### config.mk
export PLATFORM = sky130hd
export DESIGN_NAME = fetch_unit_flat
export DESIGN_NICKNAME = d
export VERILOG_FILES = /design/src/rtl/cpu301_pkg.sv /design/src/rtl/fetch_unit_if.sv /design/src/rtl/fetch_unit_trace_fifo.sv /design/src/rtl/fetch_unit.sv /design/src/flat_wrapper.sv
export SDC_FILE = /design/constraint.sdc
export NUM_CORES = 1
export LEC_CHECK = 0
export BUFFER_PORTS_ARGS = -buffer_cell sky130_fd_sc_hd__clkbuf_2
export CAP_MARGIN = 20
export CORE_UTILIZATION = 61
export DETAILED_ROUTE_END_ITERATION = 7
export PLACE_DENSITY_LB_ADDON = 0.1
export SLEW_MARGIN = 5
export SYNTH_ARGS = -nofsm -noshare
export SYNTH_HDL_FRONTEND = slang
export SYNTH_SLANG_ARGS = --single-unit
### constraint.sdc
create_clock -name clk -period 4.3 [get_ports clk]
set_input_delay 0.43 -clock clk [delete_from_list [all_inputs] [get_ports clk]]
set_output_delay 0.43 -clock clk [all_outputs]
set_load 0.02 [all_outputs]
### src/rtl/cpu301_pkg.sv
// Shared definitions for the 301 16-bit RISC CPU: datapath width, trace depth default,
// control-word field widths and the branch-offset sign extension.
package cpu301_pkg;
  localparam int DW                  = 16;
  localparam int TRACE_DEPTH_DEFAULT = 8;
  localparam int CTRL_W              = 1;   // every PC/IR control-word field is one bit
  localparam int OFFSET_W            = 8;   // branch offset lives in IR[7:0]

  function automatic logic [DW-1:0] sext8(input logic [OFFSET_W-1:0] v);
    return {{(DW-OFFSET_W){v[OFFSET_W-1]}}, v};
  endfunction
endpackage

### src/rtl/fetch_unit_if.sv
// Bus between the control unit / datapath and the fetch stage.
interface fetch_if
  import cpu301_pkg::*;
#(
  parameter int TRACE_DEPTH = TRACE_DEPTH_DEFAULT
);
  logic [CTRL_W-1:0]              pc_ld;
  logic [CTRL_W-1:0]              pc_inc;
  logic [CTRL_W-1:0]              pc_sel;
  logic [CTRL_W-1:0]              ir_ld;
  logic [CTRL_W-1:0]              adr_sel;
  logic [DW-1:0]                  mem_dout;
  logic [DW-1:0]                  reg_r;
  logic [DW-1:0]                  reg_s;
  logic                           trc_rd;
  logic [DW-1:0]                  IR;
  logic [DW-1:0]                  PC;
  logic [DW-1:0]                  mem_adr;
  logic [DW-1:0]                  instr_cnt;
  logic [DW-1:0]                  trc_dout;
  logic [$clog2(TRACE_DEPTH):0]   trc_count;
  logic                           trc_ovf;

  // Handshake: trc_rd is a pop request taken on any edge where trc_count is nonzero;
  // trc_dout is valid (the oldest entry) whenever trc_count is nonzero and reads 0 otherwise.
  modport master (
    output pc_ld, pc_inc, pc_sel, ir_ld, adr_sel, mem_dout, reg_r, reg_s, trc_rd,
    input  IR, PC, mem_adr, instr_cnt, trc_dout, trc_count, trc_ovf
  );
  modport slave (
    input  pc_ld, pc_inc, pc_sel, ir_ld, adr_sel, mem_dout, reg_r, reg_s, trc_rd,
    output IR, PC, mem_adr, instr_cnt, trc_dout, trc_count, trc_ovf
  );
endinterface

### src/rtl/fetch_unit_trace_fifo.sv
// Circular trace buffer: show-ahead read, overwrites the oldest entry when full
// and raises a sticky overflow flag.
module trace_fifo #(
  parameter int DW    = 16,
  parameter int DEPTH = 8
) (
  input  logic                     clk,
  input  logic                     reset_n,
  input  logic                     push,
  input  logic [DW-1:0]            push_data,
  input  logic                     pop,
  output logic [DW-1:0]            dout,
  output logic [$clog2(DEPTH):0]   count,
  output logic                     ovf
);
  localparam int AW = $clog2(DEPTH);
  localparam logic [AW:0] FULL_CNT = (AW+1)'(DEPTH);

  logic [DW-1:0] mem [DEPTH];
  logic [AW-1:0] wr_ptr;
  logic [AW-1:0] rd_ptr;
  logic [AW:0]   count_q;
  logic          ovf_q;
  logic          pop_ok;
  logic          full;

  assign pop_ok = pop && (count_q != '0);
  assign full   = (count_q == FULL_CNT);

  always_ff @(posedge clk) begin
    if (push) mem[wr_ptr] <= push_data;
  end

  always_ff @(posedge clk or negedge reset_n) begin
    if (!reset_n) begin
      wr_ptr  <= '0;
      rd_ptr  <= '0;
      count_q <= '0;
      ovf_q   <= 1'b0;
    end else begin
      if (push) wr_ptr <= wr_ptr + AW'(1);
      // A push into a full buffer without a pop drops the oldest entry.
      if (pop_ok || (push && full)) rd_ptr <= rd_ptr + AW'(1);
      if (push && !pop_ok && !full) count_q <= count_q + (AW+1)'(1);
      else if (!push && pop_ok)     count_q <= count_q - (AW+1)'(1);
      if (push && full && !pop_ok) ovf_q <= 1'b1;
    end
  end

  assign dout  = (count_q == '0) ? '0 : mem[rd_ptr];
  assign count = count_q;
  assign ovf   = ovf_q;
endmodule

### src/rtl/fetch_unit.sv
// PC / IR stage of the 301 CPU with a saturating instruction counter and a trace
// buffer that records every taken PC load target.
module fetch_unit
  import cpu301_pkg::*;
#(
  parameter int TRACE_DEPTH = TRACE_DEPTH_DEFAULT
) (
  input  logic   clk,
  input  logic   reset_n,
  fetch_if.slave bus
);
  logic [DW-1:0] pc_q;
  logic [DW-1:0] ir_q;
  logic [DW-1:0] cnt_q;
  logic [DW-1:0] pc_target;

  // Relative branches add to the already-incremented PC, using the IR currently held.
  assign pc_target = bus.pc_sel[0] ? bus.reg_s : pc_q + sext8(ir_q[OFFSET_W-1:0]);

  always_ff @(posedge clk or negedge reset_n) begin
    if (!reset_n) begin
      pc_q  <= '0;
      ir_q  <= '0;
      cnt_q <= '0;
    end else begin
      if (bus.pc_ld[0])       pc_q <= pc_target;
      else if (bus.pc_inc[0]) pc_q <= pc_q + DW'(1);
      if (bus.ir_ld[0]) begin
        ir_q <= bus.mem_dout;
        if (cnt_q != '1) cnt_q <= cnt_q + DW'(1);
      end
    end
  end

  trace_fifo #(
    .DW    (DW),
    .DEPTH (TRACE_DEPTH)
  ) u_trace (
    .clk       (clk),
    .reset_n   (reset_n),
    .push      (bus.pc_ld[0]),
    .push_data (pc_target),
    .pop       (bus.trc_rd),
    .dout      (bus.trc_dout),
    .count     (bus.trc_count),
    .ovf       (bus.trc_ovf)
  );

  assign bus.PC        = pc_q;
  assign bus.IR        = ir_q;
  assign bus.instr_cnt = cnt_q;
  assign bus.mem_adr   = bus.adr_sel[0] ? bus.reg_r : pc_q;
endmodule
### src/flat_wrapper.sv
// flat-port wrapper written by rule: the top's interface ports become plain ports
module fetch_unit_flat import cpu301_pkg::*;
#(
  parameter int TRACE_DEPTH = TRACE_DEPTH_DEFAULT
)
  (clk, reset_n, bus_pc_ld, bus_pc_inc, bus_pc_sel, bus_ir_ld, bus_adr_sel, bus_mem_dout, bus_reg_r, bus_reg_s, bus_trc_rd, bus_IR, bus_PC, bus_mem_adr, bus_instr_cnt, bus_trc_dout, bus_trc_count, bus_trc_ovf);
  fetch_if #(.TRACE_DEPTH(TRACE_DEPTH)) bus_i ();
  input  logic clk;
  input  logic reset_n;
  input wire logic [$bits(bus_i.pc_ld)-1:0] bus_pc_ld;
  input wire logic [$bits(bus_i.pc_inc)-1:0] bus_pc_inc;
  input wire logic [$bits(bus_i.pc_sel)-1:0] bus_pc_sel;
  input wire logic [$bits(bus_i.ir_ld)-1:0] bus_ir_ld;
  input wire logic [$bits(bus_i.adr_sel)-1:0] bus_adr_sel;
  input wire logic [$bits(bus_i.mem_dout)-1:0] bus_mem_dout;
  input wire logic [$bits(bus_i.reg_r)-1:0] bus_reg_r;
  input wire logic [$bits(bus_i.reg_s)-1:0] bus_reg_s;
  input wire logic [$bits(bus_i.trc_rd)-1:0] bus_trc_rd;
  output wire logic [$bits(bus_i.IR)-1:0] bus_IR;
  output wire logic [$bits(bus_i.PC)-1:0] bus_PC;
  output wire logic [$bits(bus_i.mem_adr)-1:0] bus_mem_adr;
  output wire logic [$bits(bus_i.instr_cnt)-1:0] bus_instr_cnt;
  output wire logic [$bits(bus_i.trc_dout)-1:0] bus_trc_dout;
  output wire logic [$bits(bus_i.trc_count)-1:0] bus_trc_count;
  output wire logic [$bits(bus_i.trc_ovf)-1:0] bus_trc_ovf;
  assign bus_i.pc_ld = bus_pc_ld;
  assign bus_i.pc_inc = bus_pc_inc;
  assign bus_i.pc_sel = bus_pc_sel;
  assign bus_i.ir_ld = bus_ir_ld;
  assign bus_i.adr_sel = bus_adr_sel;
  assign bus_i.mem_dout = bus_mem_dout;
  assign bus_i.reg_r = bus_reg_r;
  assign bus_i.reg_s = bus_reg_s;
  assign bus_i.trc_rd = bus_trc_rd;
  assign bus_IR = bus_i.IR;
  assign bus_PC = bus_i.PC;
  assign bus_mem_adr = bus_i.mem_adr;
  assign bus_instr_cnt = bus_i.instr_cnt;
  assign bus_trc_dout = bus_i.trc_dout;
  assign bus_trc_count = bus_i.trc_count;
  assign bus_trc_ovf = bus_i.trc_ovf;
  fetch_unit #(.TRACE_DEPTH(TRACE_DEPTH)) u_core (.clk(clk), .reset_n(reset_n), .bus(bus_i));
endmodule
==> results of run 1 <==
[cells in the mapped netlist (8+ instances only)]
cell / instances / area [um2]
xnor2_1: 33 / 289.0
mux2_2: 40 / 450.4
clkbuf_1: 17 / 63.81
and3_1: 8 / 50.05
nand3_1: 18 / 90.09
a21oi_1: 11 / 55.05
nor3_1: 8 / 40.04
nand4_1: 9 / 56.30
xor2_1: 13 / 113.9
nor2_1: 40 / 150.1
mux2i_1: 19 / 190.2
o21ai_0: 20 / 100.1
ha_1: 21 / 262.8
dfrtp_1: 59 / 1476
nand2_1: 50 / 187.7
mux4_2: 32 / 720.7
edfxtp_1: 128 / 3844
[metrics by stage]
step           power [mW]  utilization (%)
6_report            7.265            74.35
5_1_grt             7.641            74.35
4_1_cts             7.291            73.93
3_5_place_dp        5.625            69.33
3_3_place_gp        5.516            69.33
2_1_floorplan       4.739                -
[power by group through the flow]
stage,Clock [mW],Combinational [mW],Sequential (mW)
floorplan,0,1.89,2.84
finish,1.65,2.72,2.89
CTS,1.67,2.73,2.89
detailed placement,0,2.70,2.92
global placement,0,2.63,2.89
global route,1.74,2.96,2.94
[logic make-up (layout without fill, tap and decap cells)]
family / after synthesis / count (layout) / share of synthesized area (%)
flip-flops: 187 / 187 / 61.15
multiplexers: 91 / 91 / 15.65
buffers and inverters: 29 / 190 / 1.323
adder cells (fa/ha/maj): 23 / 23 / 3.481
AND/OR/NAND/NOR: 149 / 149 / 7.982
AO/OA/AOI/OAI: 72 / 72 / 5.782
XOR/XNOR: 46 / 46 / 4.631
[metal layers]
layer / routed length, um / vias to the layer above / track usage [%]
met5: 0 / - / 0
met4: 223 / 0 / 8.642
met1: 8252 / 2803 / 38.69
met3: 1171 / 30 / 5.921
li1: - / 2573 / -
met2: 9886 / 232 / 46.52
[placed cells by master (no fill, tap or decap), types with 3 or more instances in the layout]
master / synthesis / layout
a211oi_1: 3 / 3
o21ai_0: 20 / 20
nand3_1: 18 / 18
mux2i_1: 19 / 19
mux4_2: 32 / 32
a21o_1: 6 / 6
xnor2_1: 33 / 33
mux2_2: 40 / 40
nand4_1: 9 / 9
xor2_1: 13 / 13
dfrtp_1: 59 / 58
a21oi_1: 11 / 11
clkinv_2: 0 / 3
nor2_1: 40 / 34
inv_1: 5 / 5
and3_1: 8 / 8
nor2_2: 0 / 6
nand2_1: 50 / 50
clkbuf_16: 0 / 20
a31oi_1: 6 / 6
edfxtp_1: 128 / 128
clkbuf_2: 0 / 140
nor3_1: 8 / 6
nand2b_1: 5 / 5
ha_1: 21 / 21
nor2b_1: 3 / 3
o21bai_1: 4 / 4
buf_4: 0 / 7
[worst max-delay path: stages (launching register included)]
cell	delay (ns)
dfrtp_1	0.46
ha_1	0.30
fa_1	0.43
a21o_1	0.22
a221oi_1	0.46
o21a_2	0.26
o21ai_2	0.08
xnor2_1	0.13
o21ai_0	0.64
[path summary, 6_finish.rpt]
| kind | startpoint | to | slack [ns] | depth (start not counted) |
|---|---|---|---|---|
| worst max register to register | u_core.bus.PC[0] | u_core.u_trace.mem[7][14] | 1.00 | 8 |
| worst max-delay path | u_core.bus.PC[0] | u_core.u_trace.mem[7][14] | 1.00 | 8 |
| worst min register to register | u_core.u_trace.ovf | u_core.u_trace.ovf | 0.47 | 1 |
| min in group asynchronous | reset_n | u_core.bus.instr_cnt[0] | 0.48 | 2 |
| worst min-delay path | bus_mem_dout[6] | u_core.bus.IR[6] | 0.23 | 2 |
| max in group asynchronous | reset_n | u_core.bus.PC[4] | 2.98 | 4 |
[flip-flops by register name (all words and copies together) (netlist names)]
name / count
u_core.u_trace.count: 4
u_core.bus.IR: 16
u_core.u_trace.wr_ptr: 3
u_core.u_trace.mem: 128
u_core.u_trace.rd_ptr: 3
u_core.u_trace.ovf: 1
u_core.bus.instr_cnt: 16
u_core.bus.PC: 16
[final cells by class]
cell class                      instances  share of cell area (%)
Clock buffer                           21                   4.983
Clock inverter                         11                   1.200
Inverter                                6                  0.2182
Multi-Input combinational cell        381                   32.00
Sequential cell                       187                   51.56
Tap cell                              180                   2.182
Timing Repair Buffer                  152                   7.856
==> metrics, run 1 <==
Clock power frac ~23%; Worst Setup End Kind register; post-CTS setup buffer count 0; Data required, critical path between 4 and 5 ns; # DRC 0; register share of total power around two fifths; Post-Syn Area 0.008700 mm2; sw power 2.680 mW; Hold Vio Cnt, Final 0; Hold WC Path Type primary input to register; synthesized instance count between 500 and 600; Tmin final around 3.3 ns; main flop type after synthesis edfxtp_1; Post-CTS Resized 0; Placed Instance Area 0.009624 mm2; PD cells 704.0 mW/mm2; routed vias roughly 5600; ratio of cells with drive above 1 in the final layout between 30% and 40%; Int Pwr 4.585 mW; Net Sw Frac 36.89%; Worst Setup Path Type register to register; Syn Area/Cell ~15 um2; overflow left after global routing 0; max cap viols 0; final setup fails 0; die area about 0.015 mm2; Synth Register Bits between 150 and 200; Root Driver clkbuf_16; Global Route Usage Sum approximately 28%; fmax around 300 MHz; initial antenna violation count 0; DP Worst Slack 1.054 ns; 1st-iter DRT viols approximately 440; DR WL/cell between 20 and 25 um; largest net degree at the start of global routing 42; Arr. time, crit path roughly 3.4 ns; vias in the first global route ~5700; initial core utilization 62.67%; logic gate share of total power a little under two fifths; Core Rows 43; Hold-fix buffers, CTS 0; leakage power a little over 4 nW; multi-input logic area 0.003302 mm2; H-tree depth 4; area occupied by registers 0.005321 mm2; I/O pins between 100 and 150; first-pass GRT wire length just over 30 mm; Yosys warning total 0; post-route non-filler standard cell count roughly 940; port bufs 140; cts bufs inserted 17; critical path launch point type register; final-report max-slew violation count 0; core area around 0.014 mm2; n_diodes 0; layout net count a little over 800; area grow syn2layout 18.63%; clk_lat worst skew roughly 0.43 ns; Worst Path Max Fanout 8; slew at the pin closest to its max-slew limit between 1 and 1.5 ns; RSZ-0062 raised after global routing false; Final Cell Area 0.01032 mm2; drt pass-1 iters 5; VDD IR-drop max approximately 0.37 mV; dpl hpwl 13.17 mm; Slew headroom between 20 and 30%; setup TNS 0 ns; Post-DRT Antenna Nets 0; Final Wtd Congestion around 0.94; Sinks on Clock Net approximately 190; Cells after DPL about 900; clock skew approximately 0.0094 ns; WHS roughly 0.23 ns; synth unique cells 54; Die Wd 121.4 um; syn_nets 676; ys async rst share a little under a third; Die Ht 121.4 um; Via density between 6 and 7; Layout fillers roughly 900; buffer depth of the longest clock path 2; CTS tree yes; number of flops mapped to enable cells by yosys between 100 and 150; Tcrit/Tclk final between 70 and 80%; Clock Pin Slew Worst Setup and Hold Paths 0.07 ns; fin worst setup slack about 1.0 ns; status finished clean; sequential area share after synthesis 61.15%; final wirelength roughly 20 mm
(Power assumes the default switching activity.)
==> inputs of run 2 (changes only) <==
CORE_UTILIZATION = 51   (was 61)
clock period = 3 ns   (was 4.3 ns; I/O delays follow)
==> run 2 against run 1 <==
  * Clock skew up 0.0061 ns
  * Fmax is 17% higher
  * Power grew 43%
  * Worst setup slack worse by 0.81 ns
  * Global-route usage shrank 5.0 points
  * First-iteration DRC count fell by 25%
  * Final cell count up 6.4%
  * Die area rose by 19%
  * Worst hold slack worse by 0.13 ns
  * Critical endpoint is now u_core.u_trace.mem[4][14]
==> metrics, run 2 (synthesized netlist as in run 1, its figures left out) <==
CTS tree yes; n_diodes 0; register share of total power 38.7%; post-route non-filler standard cell count approximately 1000; slew at the pin closest to its max-slew limit between 0.7 and 0.8 ns; status finished clean; post-CTS setup buffer count 0; Arr. time, crit path 2.97 ns; Worst Setup Path Type register to register; slowest cell delay on critical path around 0.43 ns; initial antenna violation count 0; initial core utilization roughly 52%; fmax around 360 MHz; setup TNS 0 ns; Slew headroom 47.62%; Clock Pin Slew Worst Setup and Hold Paths approximately 0.07 ns; Final Total Pwr 10.36 mW; Data required, critical path between 3 and 4 ns; CP cell instances ha_1 -> fa_1 -> a21o_1 -> a221oi_1 -> buf_4 -> o21a_2 -> o21ai_2 -> xnor2_1 -> o21ai_1; Worst Setup End Kind register; commonest non-fill, non-tap cell in the layout clkbuf_2; routed vias 5601; Tmin final roughly 2.8 ns; ratio of cells with drive above 1 in the final layout between 30% and 40%; Root Driver clkbuf_16; Post-DRT Antenna Nets 0; Cells after DPL approximately 960; vias in the first global route between 5000 and 6000; Layout fillers approximately 1300; Die Ht around 130 um; Net Sw Frac a little under two fifths; Clock power frac between 20% and 30%; commonest non-fill, non-tap cells in the layout clkbuf_2 (139), edfxtp_1 (128), dfrtp_1 (58); drt pass-1 iters 4; critical path launch point type register; multi-input logic area around 0.0033 mm2; port bufs 140; Critical-path top delay cell fa_1; Worst Path Max Fanout 8; logic gate share of total power between 30% and 40%; core area roughly 0.017 mm2; largest net degree at the start of global routing 38; VDD IR-drop max about 0.54 mV; first-pass GRT wire length ~31 mm; cts bufs inserted 17; final setup fails 0; Largest register FFs roughly 130; I/O pins approximately 140; sw power about 3.8 mW; RSZ-0062 raised after global routing false; final core occ a little over three fifths; Top delay family on crit path compound AO/OA/AOI/OAI gates; Core Rows 47; Die Wd between 100 and 150 um; overflow left after global routing 0; H-tree depth 4; max cap viols 0; area grow syn2layout 20.14%; WP buf/inv 1; PD cells roughly 990 mW/mm2; Hold WC Path Type primary input to register; leakage power between 4 and 5 nW; buffer depth of the longest clock path 2; clock skew 0.01548 ns; Hold Vio Cnt, Final 0; Sinks on Clock Net 187; # DRC 0; Final Wtd Congestion approximately 0.96; layout net count between 800 and 900; final-report max-slew violation count 0; final wirelength about 19 mm; die area approximately 0.018 mm2; clk_lat worst skew about 0.43 ns; Tcrit/Tclk final around 94%; register with the most flip-flops u_core.u_trace.mem; 1st-iter DRT viols between 300 and 400; Int Pwr ~6.5 mW; Global Route Usage Sum roughly a quarter; Via density ~5.6; DR WL/cell approximately 19 um; area occupied by registers 0.005321 mm2; dpl hpwl 13.25 mm
[run 2: cell count changes in the layout (fill, tap and decap cells not counted), sizes merged]
cell	previous run	this run
inv	8	11
buf	11	32
clkbuf	161	156
clkinv	6	7
[run 2: layout make-up]
cell class | instances | share of cell area, %
tap | 220 | 2.634
timing repair buffer | 172 | 9.242
clock inverter | 15 | 1.556
sequential | 187 | 50.92
inverter | 6 | 0.2155
multi-input combinational | 381 | 31.37
clock buffer | 17 | 4.070
[run 2: final timing paths]
kind / start / endpoint / slack (ns) / cells past startpoint
max in group asynchronous: reset_n / u_core.u_trace.rd_ptr[0] / 1.89 / 3
hold / removal: bus_mem_dout[8] / u_core.bus.IR[8] / 0.09 / 2
setup reg to reg: u_core.bus.IR[0] / u_core.u_trace.mem[4][14] / 0.19 / 9
setup / recovery: u_core.bus.IR[0] / u_core.u_trace.mem[4][14] / 0.19 / 9
hold reg to reg: u_core.u_trace.ovf / u_core.u_trace.ovf / 0.47 / 1
min in group asynchronous: reset_n / u_core.bus.PC[8] / 0.37 / 2
[run 2: power by group through the flow]
stage	sequential [mW]	clock [mW]	combinational, mW
2_1_floorplan	4.08	0	2.72
3_3_place_gp	4.03	0	4.06
3_5_place_dp	4.07	0	4.13
4_1_cts	4.02	2.26	4.16
5_1_grt	4.09	2.35	4.51
6_report	4.01	2.22	4.13
[run 2: metrics by stage]
| stage | hold WS, ns | setup slack (ns) | area, um2 |
|---|---|---|---|
| after global routing | 0.08710 | 0.01034 | 10450 |
| after detailed placement | 0.2735 | 0.01667 | 9844 |
| after floorplan | 0.004409 | 0.1589 | 8700 |
| after global placement | 0.2719 | 0.1796 | 9844 |
| after CTS | 0.07246 | 0.1674 | 10440 |
| final | 0.09374 | 0.1884 | 10450 |
[run 2: what timing repair did]
action,4_1_cts,5_1_grt
hold buffers,1,0
endpoints found under the setup margin,11,9
pin swaps,0,0
gates resized for setup,2,2
hold endpoints to repair,13,0
[run 2: per-layer routing]
metal	routed length [um]	track usage, %
met5	0	0
met4	304	8.685
met3	1143	4.521
met2	9420	38.68
met1	8436	31.08
==> inputs of run 3 (changes only) <==
SYNTH_HIERARCHICAL = 1   (was unset)
==> run 3 against run 2 <==
  * Final cell count up 3.1%
  * Flip-flop and latch count is the same
  * Count of clock-buffer cells in the layout is the same
  * Die area increased by 2.6%
  * Largest power group unchanged
==> metrics, run 3 <==
FF-to-FF Start u_core/bus.IR[0]; area grow syn2layout 19.73%; slowest cell delay on critical path ~0.46 ns; Data required, critical path approximately 3.3 ns; Int Pwr approximately 6.8 mW; Largest register FFs about 130; Top delay family on crit path compound AO/OA/AOI/OAI gates; core area 0.01718 mm2; Hold Path Sink u_core/bus.IR[6]; overflow left after global routing 0; Final Wtd Congestion about 0.9; vias in the first global route between 5000 and 6000; Hold Vio Cnt, Final 0; Critical-path top delay cell a311oi_1; FF-to-FF path depth 9; main flop type after synthesis edfxtp_1; ratio of cells with drive above 1 in the final layout a little under two fifths; port bufs 140; Sinks on Clock Net ~190; synth cell count leaders edfxtp_1 (128), dfrtp_1 (59), nand2_1 (44); syn_nets between 600 and 700; r2r setup slk between 0.15 and 0.2 ns; 1st-iter DRT viols 356; register with the most flip-flops u_core/u_trace/mem; final wirelength 20.75 mm; drt pass-1 iters 4; Worst Path Max Fanout 9; worst hold start bus_mem_dout[6]; final setup fails 0; Syn Area/Cell approximately 15 um2; Yosys warning total 6; DP Worst Slack -0.1137 ns; fin worst setup slack 0.1905 ns; synthesized instance count ~610; cts bufs inserted 17; Post-DRT Antenna Nets 0; initial core utilization 51.99%; Net Sw Frac 38.55%; I/O pins around 140; hold path depth 2; buffer depth of the longest clock path 2; final-report max-slew violation count 0; layout net count 870; post-route non-filler standard cell count 1029; sw power 4.247 mW; largest cells by area after synthesis edfxtp_1 (43%), dfrtp_1 (17%), mux4_2 (8.1%); n_diodes 0; CTS tree yes; commonest non-fill, non-tap cells in the layout clkbuf_2 (140), edfxtp_1 (128), dfrtp_1 (58); critical path launch point type register; clock skew about 0.016 ns; WP buf/inv 1; ys async rst share between 30% and 40%; sequential area share after synthesis 59.58%; register share of total power between 30 and 40%; Global Route Usage Sum between 20% and 30%; Clock Pin Slew Worst Setup and Hold Paths approximately 0.08 ns; Worst Setup End Kind register; Core Rows 48; VDD IR-drop max roughly 0.56 mV; status finished clean; dpl hpwl 14.75 mm; max cap viols 0; # DRC 0; Arr. time, crit path approximately 3.1 ns; PD cells 1030 mW/mm2; logic gate share of total power between 40% and 50%; Post-Syn Area a little under 0.009 mm2; routed vias roughly 6000; post-synth top area share 43.04%; Clock power frac between 20 and 25%; Hold WC Path Type primary input to register; Cells after DPL roughly 990; Root Driver clkbuf_16; final core occ roughly 62%; Tcrit/Tclk final about 94%; H-tree depth 4; Worst Setup Path Type register to register; clk_lat worst skew about 0.43 ns; Die Ht approximately 130 um; Synth Register Bits between 150 and 200; Slew headroom between 30% and 40%; Die Wd roughly 130 um; first-pass GRT wire length 32.51 mm; initial antenna violation count 0; die area 0.01804 mm2; synth unique cells a little over 60; RSZ-0062 raised after global routing false; largest net degree at the start of global routing 35; most numerous cell in the Yosys netlist edfxtp_1; CP cell instances ha_1 -> fa_1 -> a21oi_1 -> o21ai_0 -> a311oi_1 -> buf_4 -> xor2_1 -> o21ai_2 -> mux2_2; Tmin final 2.809 ns; reg-to-reg critical path endpoint u_core/bus.PC[12]; top cell type by total area after synthesis edfxtp_1; commonest non-fill, non-tap cell in the layout clkbuf_2; post-CTS setup buffer count 0; number of flops mapped to enable cells by yosys 128; DR WL/cell about 20 um; leakage power between 4 and 5 nW; Via density approximately 5.7; fmax around 360 MHz; slew at the pin closest to its max-slew limit ~0.96 ns
-- run 3: cell types whose count changed after synthesis, sizes merged, moves of 5 or more --
cell    before  now
and3         9    2
clkbuf      17   10
a31oi        6    0
xor2        13   18
buf          6   15
nand2       50   45
-- run 3: stage by stage --
stage / hold WS, ns / setup TNS (ns) / cell area, um2 / total power [mW]
CTS: 0.08248 / 0 / 10660 / 11.07
finish: 0.09473 / 0 / 10690 / 11.02
floorplan: 0.004409 / 0 / 8930 / 7.241
detailed placement: 0.3398 / -1.399 / 10060 / 8.821
global placement: 0.3334 / 0 / 10060 / 8.711
global route: 0.08711 / 0 / 10690 / 11.62
-- run 3: area by class of cell --
type	instances	area, um2
multi-input combinational	393	3430
inverter	7	26.28
fill	1344	6485
timing repair buffer	185	1039
clock inverter	15	168.9
sequential	187	5321
clock buffer	17	425.4
tap	225	281.5
-- run 3: worst reg2reg max path: stages, from the launching register on --
cell	delay, ns
dfrtp_1	0.40
ha_1	0.24
fa_1	0.40
a21oi_1	0.20
o21ai_0	0.19
a311oi_1	0.46
buf_4	0.19
xor2_1	0.17
o21ai_2	0.14
mux2_2	0.31
-- run 3: worst max-delay path by stage --
stage | start | to | slack, ns | depth (start not counted)
after floorplan | u_core/bus.PC[0] | u_core/u_trace/mem[0][14] | 0.16 | 8
after detailed placement | u_core/bus.IR[0] | u_core/bus.PC[12] | -0.11 | 9
final | u_core/bus.IR[0] | u_core/bus.PC[12] | 0.19 | 9
after global routing | u_core/bus.IR[7] | u_core/u_trace/mem[0][13] | 0.03 | 8
after global placement | u_core/bus.IR[0] | u_core/u_trace/mem[0][14] | 0.03 | 8
after CTS | u_core/bus.IR[1] | u_core/u_trace/mem[5][11] | 0.02 | 7
-- run 3: power groups by stage --
stage / registers [mW] / logic [mW] / clock network, mW
finish: 3.95 / 4.81 / 2.25
global route: 4.02 / 5.21 / 2.38
CTS: 3.96 / 4.82 / 2.28
detailed placement: 4.02 / 4.81 / 0
global placement: 3.98 / 4.73 / 0
floorplan: 4.19 / 3.05 / 0
-- run 3: cell families after synthesis --
logic type	synth area share, %
flip-flops	59.58
AND/OR/NAND/NOR	8.617
multiplexers	15.64
AO/OA/AOI/OAI	5.661
XOR/XNOR	4.904
buffers and inverters	2.214
adder cells (fa/ha/maj)	3.391
-- run 3: repair_timing --
action | CTS | global route
setup endpoints to repair | 25 | 42
resized for setup | 3 | 5
hold buffers | 1 | 0
endpoints found under the hold margin | 59 | 0
-- run 3: layer usage --
layer	vias to the layer above	track usage, %	wire length, um
met2	190	40.73	10500
met3	25	4.611	993
met5	-	0	0
met4	0	8.115	376
met1	2921	31.92	8879
li1	2699	-	-
